===== config.mk =====
export PLATFORM = sky130hd
export DESIGN_NAME = rx_bit_timer
export DESIGN_NICKNAME = d
export VERILOG_FILES = /design/src/rtl/rx_bit_timer.sv
export SDC_FILE = /design/constraint.sdc
export NUM_CORES = 1
export LEC_CHECK = 0
export ABC_AREA = 1
export CORE_AREA = 2 2 39 41
export DETAILED_ROUTE_END_ITERATION = 8
export DIE_AREA = 0 0 41 43
export SYNTH_ARGS = -nofsm -noshare
export SYNTH_HDL_FRONTEND = slang
export SYNTH_SLANG_ARGS = --single-unit

===== constraint.sdc =====
create_clock -name clk -period 3.2 [get_ports clk]
set_clock_uncertainty 0.1 [all_clocks]
set_input_delay 0.96 -clock clk [delete_from_list [all_inputs] [get_ports clk]]
set_output_delay 0.96 -clock clk [all_outputs]
set_load 0.005 [all_outputs]

===== src/rtl/rx_bit_timer.sv =====
// Receive bit timer: waits for the first line edge, then strobes shift_enable at a
// fixed offset inside each bit period and flags every completed byte.
module rx_bit_timer #(
    parameter int CLKS_PER_BIT = 8,
    parameter int SAMPLE_POINT = 3
) (
    input  logic       clk,
    input  logic       n_rst,
    input  logic       enable_timer,
    input  logic       d_edge,
    output logic       shift_enable,
    output logic       byte_received,
    output logic [2:0] bit_count,
    output logic       synced
);

    localparam int CW = $clog2(CLKS_PER_BIT);
    localparam logic [CW-1:0] LAST_CNT   = CW'(CLKS_PER_BIT - 1);
    localparam logic [CW-1:0] SAMPLE_CNT = CW'(SAMPLE_POINT);

    typedef enum logic [1:0] {
        IDLE,
        WAIT_EDGE,
        RUN
    } state_t;

    state_t        state, state_next;
    logic [CW-1:0] clk_cnt, clk_cnt_next;
    logic [2:0]    bit_cnt, bit_cnt_next;
    logic          byte_reg, byte_next;

    always_ff @(posedge clk) begin
        if (!n_rst) begin
            state    <= IDLE;
            clk_cnt  <= '0;
            bit_cnt  <= '0;
            byte_reg <= 1'b0;
        end else begin
            state    <= state_next;
            clk_cnt  <= clk_cnt_next;
            bit_cnt  <= bit_cnt_next;
            byte_reg <= byte_next;
        end
    end

    always_comb begin
        state_next   = state;
        clk_cnt_next = '0;
        bit_cnt_next = bit_cnt;
        byte_next    = 1'b0;

        if (!enable_timer) begin
            state_next   = IDLE;
            bit_cnt_next = '0;
        end else begin
            case (state)
                IDLE:      state_next = WAIT_EDGE;
                WAIT_EDGE: if (d_edge) state_next = RUN;
                RUN:       state_next = RUN;
                default:   state_next = IDLE;
            endcase

            // An edge restarts the period: the edge cycle counts as bit-cycle 0.
            if (state_next == RUN) begin
                if (d_edge)
                    clk_cnt_next = CW'(1);
                else if (clk_cnt == LAST_CNT)
                    clk_cnt_next = '0;
                else
                    clk_cnt_next = clk_cnt + 1'b1;
            end

            if (shift_enable) begin
                if (bit_cnt == 3'd7) begin
                    bit_cnt_next = '0;
                    byte_next    = 1'b1;
                end else begin
                    bit_cnt_next = bit_cnt + 3'd1;
                end
            end
        end
    end

    assign shift_enable  = (state == RUN) && (clk_cnt == SAMPLE_CNT);
    assign byte_received = byte_reg;
    assign bit_count     = bit_cnt;
    assign synced        = (state == RUN);

endmodule


## After elaboration in Yosys (flattened, before gate mapping)

Cells that the tools add are included.

- Logic and storage cells: 29
- Bits in registers: 9
- Output and inout bits: 6
- Input port bits: 4

- Equality and inequality tests: 6
- Bitwise operators: 3
- Add/sub/neg operators: 2
- Mux-type cells: 7
- Reduce and logical (&&, ||, !) cells: 6

Operator list:

| operator | number |
|---|---|
| adder 3 x 1 -> 3 bit (second input constant) | 2 |
| == test 3 bit (second input constant) | 2 |
| case mux 2 bit (3 select lines) | 1 |
| AND reduction 3 bit | 2 |
| OR reduction 5 bit | 1 |
| == test 2 bit (second input constant) | 2 |
| 2-to-1 mux 2 bit | 2 |
| == test 3 x 2 -> 1 bit (second input constant) | 1 |
| 2-to-1 mux 1 bit | 3 |
| 2-to-1 mux 3 bit | 1 |
| NOT 1 bit | 3 |
| == test 2 x 1 -> 1 bit (second input constant) | 1 |
| zero test 2 bit | 1 |
| AND reduction 2 bit | 1 |
| logical AND 1 bit | 1 |

## Logic depth before layout (Yosys ltp)

Gate-level depths: netlist of the first run.

- Depth after elaboration: 6
- Mapped depth: 6
- Depth with buffers taken out: 6

## Worst setup path before layout of the first run

Ideal clock, no wire load.

- Path kind: flip-flop to output port
- Start: register clk_cnt[0]
- End: output port shift_enable
- Data arrival time: 867 ps
- Stages on the path, launching flop included: 5
- Path buffers: 0
- Path slack: 1,273 ps
- Required time: 2,140 ps
- Cells stage by stage: dfxtp_1 -> ha_1 -> ha_1 -> nand3_4 -> inv_1

- Word-level cells in the longest chain between the ends: 2

RTL lines:

| item | line | source |
|---|---|---|
| from (decl) | 28 | `logic [CW-1:0] clk_cnt, clk_cnt_next;` |
| from (signal assigned) | 40 | `clk_cnt <= clk_cnt_next;` |
| == test 3 x 2 -> 1 bit | 84 | `assign shift_enable = (state == RUN) && (clk_cnt == SAMPLE_CNT);` |
| logical AND 1 bit | 84 |  |
| to (decl) | 11 | `output logic shift_enable,` |

No other way between the ends.

## Worst setup path in the final report of the first run

Ends and elaborated chain as after synthesis.

==> impl_metrics.ini, run 1 <==
[synth]
number_of_flip_flops_and_latches_in_the_synthesized_netlist = 9
yosys.area.top_type = sky130_fd_sc_hd__dfxtp_1
seq_area_frac_synth_pct = 42.60
postSynthAreaPerCell_um2 = 7.979
synth_area_leaders = sky130_fd_sc_hd__dfxtp_1 43%, sky130_fd_sc_hd__ha_1 15%, sky130_fd_sc_hd__nor2_1 12%
syn_nets = 62
synth.lib_cells_used.distinct = 12
yosysTopAreaCellShare_pct = 42.60
syn_inst = 53
netlist_area_um2 = 422.9
synth.yosys.warnings = 0

[global_route]
antenna_found_initial = 0
grt_max_degree = 9
first_global_vias = 288
overflow = 0
grt_use_total_pct = 10.66
global_route_wire_length_before_repair_mm = 1.173

[worst_setup_path]
worstPathCellList = ha_1 -> ha_1 -> nand3_4 -> inv_1 -> clkdlybuf4s50_1
worst_setup_path_end_kind = output port
setup.worst_path.start_class = register
worst_ep_arrival_time_ns = 1.64
worst-setup-path-type = register to output port
timing.critical_path.slowest_stage_cell = sky130_fd_sc_hd__clkdlybuf4s50_1
crit_path_max_fanout = 8
crit_path_frequent_cell = sky130_fd_sc_hd__ha_1
critical_path_required_ns = 2.14
critPathMaxStageDelay_ns = 0.49

[final_layout]
final_common_cell = sky130_fd_sc_hd__nor2_1
most-common-layout-cells = 13 x sky130_fd_sc_hd__nor2_1, 10 x sky130_fd_sc_hd__nand2_1, 9 x sky130_fd_sc_hd__dfxtp_1, 9 x sky130_fd_sc_hd__clkdlybuf4s50_1, 8 x sky130_fd_sc_hd__inv_1
finalNonFillerCells = 82
layout-area-overhead-vs-synth_pct = 32.54
finalNetCount = 76
insertedDiodeCount = 0
fin_area_um2 = 560.5
drive_above_1_share_pct = 15.15
final.fill_count = 155

[power]
irDropWorstVdd_v = 0.0001701
netSwitchingPower_w = 0.00004877
p_int_w = 0.0001650
share_clk_of_total_power_pct = 41.1
sw_frac_of_total_pct = 22.81
power_frac_seq_pct = 53.7
leakagePower_nw = 0.2670
power_density_mw_per_mm2 = 381.4
p_comb_share_pct = 5.3

[sta]
setup-violations-final = 0
finalHoldViolCount = 0
finalCritPeriodShare_pct = 84.27
max_freq_ghz = 0.3709
grt_setup_unrepaired = no
slew-limit-headroom_pct = 85.51
worst_slew_pin_slew_ns = 0.2169
finalSetupTns_ns = 0
finalWorstPathRequiredPeriod_ns = 2.696
drv_slew = 0

[placed_design]
post-place-cells = 78
routabilityCongestion = 0.6869
port_buffers = 9
dp_hpwl_um = 554.5
place_area_um2 = 533.0

[floorplan]
starting_density_pct = 30.56
placeableCoreArea_mm2 = 0.001384
rows = 14
die_w_um = 41
ios = 10
die_h_um = 43
fp.dieArea_mm2 = 0.001763

[outcome]
run_status = completed

[clock_network]
post_cts.resized_instances = 0
cts.reportedPaths.clkPinSlew_ns = 0.06
cts_made_buffers = 3
cts_sinks = 9
cts_max_path_buffers = 2
cts_tree = built
clock_latency_on_the_worst_skew_pair_ns = 0.26
clock_tree_root_driver_cell = sky130_fd_sc_hd__clkbuf_4
postCtsSetupBuffers = 0
clock_tree.htree_level_count = 1
hold_buffers = 0

[detailed_routing]
dr.pass1.iters = 2
drt_wl_total_um = 673
total_drc_errors_in_the_routed_layout = 0
vias = 328
post_drt_via_cell_ratio = 4.000
detail-route-antenna-nets = 0
final_routed_wire_length_divided_by_cell_count_um = 8.207
dr.first_iter.drc_count = 4

[min_path]
min-delay-path-class = register to register

[run]
max_cap_viol = 0
-- cells in the mapped netlist --
cell type	count
sky130_fd_sc_hd__a21oi_1	1
sky130_fd_sc_hd__dfxtp_1	9
sky130_fd_sc_hd__ha_1	5
sky130_fd_sc_hd__inv_1	8
sky130_fd_sc_hd__inv_2	2
sky130_fd_sc_hd__nand2_1	10
sky130_fd_sc_hd__nand2_2	1
sky130_fd_sc_hd__nand3_4	1
sky130_fd_sc_hd__nand4_2	1
sky130_fd_sc_hd__nor2_1	13
sky130_fd_sc_hd__nor3_1	1
sky130_fd_sc_hd__nor3_2	1
-- registers in the layout, summed over array words and instances (netlist names) --
name,count
clk_cnt,3
state,2
byte_received,1
bit_count,3
-- metal layers --
metal / vias to the layer above / global-route usage (%) / routed length (um) / share of wire, %
met1: 130 / 11.00 / 304 / 45
li1: 186 / - / - / -
met4: 0 / 8.000 / 12 / 1.8
met5: - / 0 / 0 / 0
met2: 10 / 15.00 / 305 / 45
met3: 2 / 6.283 / 50 / 7.4
-- metrics by stage --
stage               hold WS (ns)  utilization [%]  setup WS (ns)  power (W)
detailed placement        0.4321            38.52         0.7788  0.0001286
global placement          0.4275            38.52         0.7992  0.0001288
global route              0.4954            40.51         0.4036  0.0002262
CTS                       0.4401            40.51         0.4831  0.0002188
finish                    0.4329            40.51         0.5035  0.0002138
floorplan                 0.4187                -          1.273  0.0001230
-- worst max-delay path: cells and delay by family, from the launching register on --
family	cells	cell delay, ns
DFF	1	0.33
buffers and inverters	2	0.56
adders and majority gates	2	0.37
and+or+nand+nor	1	0.12
-- worst paths after layout --
path                              from                   endpoint  cells after the start  slack (ns)
min          bit_count[1]$_SDFFE_PN0N_  bit_count[1]$_SDFFE_PN0N_                      4        0.43
min reg2reg  bit_count[1]$_SDFFE_PN0N_  bit_count[1]$_SDFFE_PN0N_                      4        0.43
max reg2reg      clk_cnt[0]$_SDFF_PN0_      clk_cnt[1]$_SDFF_PP0_                      5        1.97
max              clk_cnt[0]$_SDFF_PN0_               shift_enable                      5        0.50
-- layout make-up --
type / instances / area [um^2] / share of cell area (%)
inverters: 10 / 37.54 / 6.696
clock inverters: 1 / 5.005 / 0.8929
clock buffers: 3 / 22.52 / 4.018
well taps: 16 / 20.02 / 3.571
flip-flops and latches: 9 / 180.2 / 32.14
multi-input cells: 34 / 205.2 / 36.61
repair buffers: 9 / 90.09 / 16.07
-- kinds of logic after synthesis --
family | share of synthesized area, %
AND/OR/NAND/NOR | 32.55
buffers and inverters | 8.877
flip-flops | 42.60
adder cells (fa/ha/maj) | 14.79
AO/OA/AOI/OAI | 1.182
-- power by group through the flow --
stage                       logic, W  clock network [W]  registers, W
final                      0.0000113          0.0000878      0.000115
after global routing       0.0000128          0.0000987      0.000115
after CTS                  0.0000114          0.0000927      0.000115
after detailed placement   0.0000113                  0      0.000117
after global placement     0.0000115                  0      0.000117
after floorplan           0.00000605                  0      0.000117
(Power assumes the default switching activity.)
==> run 2, diff against run 1 <==
==> constraint.sdc (replaced) <==
create_clock -name clk -period 2.6 [get_ports clk]
set_clock_uncertainty 0.1 [all_clocks]
set_input_delay 0.78 -clock clk [delete_from_list [all_inputs] [get_ports clk]]
set_output_delay 0.78 -clock clk [all_outputs]
set_load 0.005 [all_outputs]
==> impl_metrics.ini, run 2 (synthesized netlist as in run 1, its figures left out) <==
[worst_setup_path]
worst-setup-path-type = register to output port
worst_r2r_path_depth = 5
worst_ep_arrival_time_ns = 1.62
r2r_setup_slack_ns = 1.41
critical_path_required_ns = 1.72
crit_path_max_fanout = 8
timing.rr.end = bit_count[0]$_SDFFE_PN0N_
critical_path.reg2reg.startpoint = clk_cnt[0]$_SDFF_PN0_
worst_setup_path_end_kind = output port
setup.worst_path.start_class = register

[detailed_routing]
vias = 330
drt_wl_total_um = 684
final_routed_wire_length_divided_by_cell_count_um = 8.341
dr.first_iter.drc_count = 4
dr.pass1.iters = 2
post_drt_via_cell_ratio = 4.024
total_drc_errors_in_the_routed_layout = 0
detail-route-antenna-nets = 0

[sta]
drv_slew = 0
finalWorstPathRequiredPeriod_ns = 2.503
grt_setup_unrepaired = no
finalSetupTns_ns = 0
fin_worst_hold_slack_ns = 0.4327
postLayoutSetupSlackWorst_ns = 0.09695
finalHoldViolCount = 0
setup-violations-final = 0
worst_slew_pin_slew_ns = 0.2176
slew-limit-headroom_pct = 85.46
max_freq_ghz = 0.3995
finalCritPeriodShare_pct = 96.27

[global_route]
global_route_wire_length_before_repair_mm = 1.173
first_global_vias = 288
overflow = 0
antenna_found_initial = 0
grt_max_degree = 9
grt_use_total_pct = 10.66

[power]
power_frac_seq_pct = 53.7
p_comb_share_pct = 5.3
sw_frac_of_total_pct = 22.82
leakagePower_nw = 0.2627
irDropWorstVdd_v = 0.0002094
post-layout-total-power_w = 0.0002630
p_int_w = 0.0002030
power_density_mw_per_mm2 = 465.1
share_clk_of_total_power_pct = 41.0
netSwitchingPower_w = 0.00006001

[clock_network]
cts_max_path_buffers = 2
postCtsSetupBuffers = 0
cts.reportedPaths.clkPinSlew_ns = 0.06
cts_made_buffers = 3
clock_tree_root_driver_cell = sky130_fd_sc_hd__clkbuf_4
cts_tree = built
clock_latency_on_the_worst_skew_pair_ns = 0.26
clock_tree.htree_level_count = 1
cts_sinks = 9

[final_layout]
layout-area-overhead-vs-synth_pct = 33.73
final_common_cell = sky130_fd_sc_hd__nor2_1
finalNetCount = 76
insertedDiodeCount = 0
most-common-layout-cells = 13 x sky130_fd_sc_hd__nor2_1, 10 x sky130_fd_sc_hd__nand2_1, 9 x sky130_fd_sc_hd__dfxtp_1, 9 x sky130_fd_sc_hd__clkdlybuf4s50_1, 8 x sky130_fd_sc_hd__inv_1
drive_above_1_share_pct = 18.18

[run]
max_cap_viol = 0

[floorplan]
fp.dieArea_mm2 = 0.001763
die_h_um = 43
placeableCoreArea_mm2 = 0.001384
rows = 14
die_w_um = 41
starting_density_pct = 30.56
ios = 10

[min_path]
min-delay-path-class = register to register
instance_count_along_the_most_critical_hold_path = 4
min_from = bit_count[1]$_SDFFE_PN0N_
holdPathEnd = bit_count[1]$_SDFFE_PN0N_

[outcome]
run_status = completed

[placed_design]
routabilityCongestion = 0.6869
pre_cts_ws_ns = 0.3588
port_buffers = 9
dp_hpwl_um = 554.5
==> run 2: changes by cell type in the layout (fill, tap and decap cells not counted) <==
| cell | change |
|---|---|
| sky130_fd_sc_hd__ha_2 | +2 |
| sky130_fd_sc_hd__ha_1 | -2 |
==> run 2: cell type report <==
| type | count | area, um^2 |
|---|---|---|
| inverter | 10 | 37.54 |
| clock inverter | 1 | 5.005 |
| multi-input combinational | 34 | 210.2 |
| clock buffer | 3 | 22.52 |
| tap | 16 | 20.02 |
| sequential | 9 | 180.2 |
| timing repair buffer | 9 | 90.09 |
| fill | 153 | 818.3 |
==> run 2: worst max path at each step <==
stage                                from           end  slack [ns]  cells past startpoint
floorplan           clk_cnt[0]$_SDFF_PN0_  shift_enable        0.85                      4
global placement    clk_cnt[0]$_SDFF_PN0_  shift_enable        0.38                      5
detailed placement  clk_cnt[0]$_SDFF_PN0_  shift_enable        0.36                      5
CTS                 clk_cnt[0]$_SDFF_PN0_  shift_enable        0.06                      5
global route        clk_cnt[0]$_SDFF_PN0_  shift_enable       0.003                      5
finish              clk_cnt[0]$_SDFF_PN0_  shift_enable         0.1                      5
==> run 2: per-layer routing <==
| layer | global-route usage (%) | vias to the layer above | part of all wire, % |
|---|---|---|---|
| li1 | - | 185 | - |
| met5 | 0 | - | 0 |
| met3 | 6.283 | 2 | 7.3 |
| met2 | 15.00 | 10 | 45 |
| met4 | 8.000 | 0 | 1.8 |
| met1 | 11.00 | 133 | 46 |
==> run 2: worst max-delay path, stage by stage (launching register included) <==
cell and delay, ns:
sky130_fd_sc_hd__dfxtp_1 0.34, sky130_fd_sc_hd__ha_2 0.19, sky130_fd_sc_hd__ha_2 0.19, sky130_fd_sc_hd__nand3_4 0.10, sky130_fd_sc_hd__inv_1 0.07, sky130_fd_sc_hd__clkdlybuf4s50_1 0.49
==> run 2: power groups by stage <==
stage / logic, W / clock network (W) / registers [W]
after floorplan: 0.00000744 / 0 / 0.000144
after global placement: 0.0000142 / 0 / 0.000144
after detailed placement: 0.0000140 / 0 / 0.000144
after CTS: 0.0000141 / 0.000114 / 0.000141
after global routing: 0.0000157 / 0.000121 / 0.000141
final: 0.0000139 / 0.000108 / 0.000141
==> run 2: metrics by stage <==
stage / std cells / utilization, % / cell area [um^2]
3_3_place_gp: 78 / 38.52 / 533.0
6_report: 82 / 40.87 / 565.5
2_1_floorplan: 53 / - / 422.9
5_1_grt: 82 / 40.87 / 565.5
4_1_cts: 82 / 40.51 / 560.5
3_5_place_dp: 78 / 38.52 / 533.0
==> run 2: timing repair <==
item / CTS / global route
setup endpoints to repair: 0 / 1
hold buffers: 0 / 0
resized for setup: 0 / 2
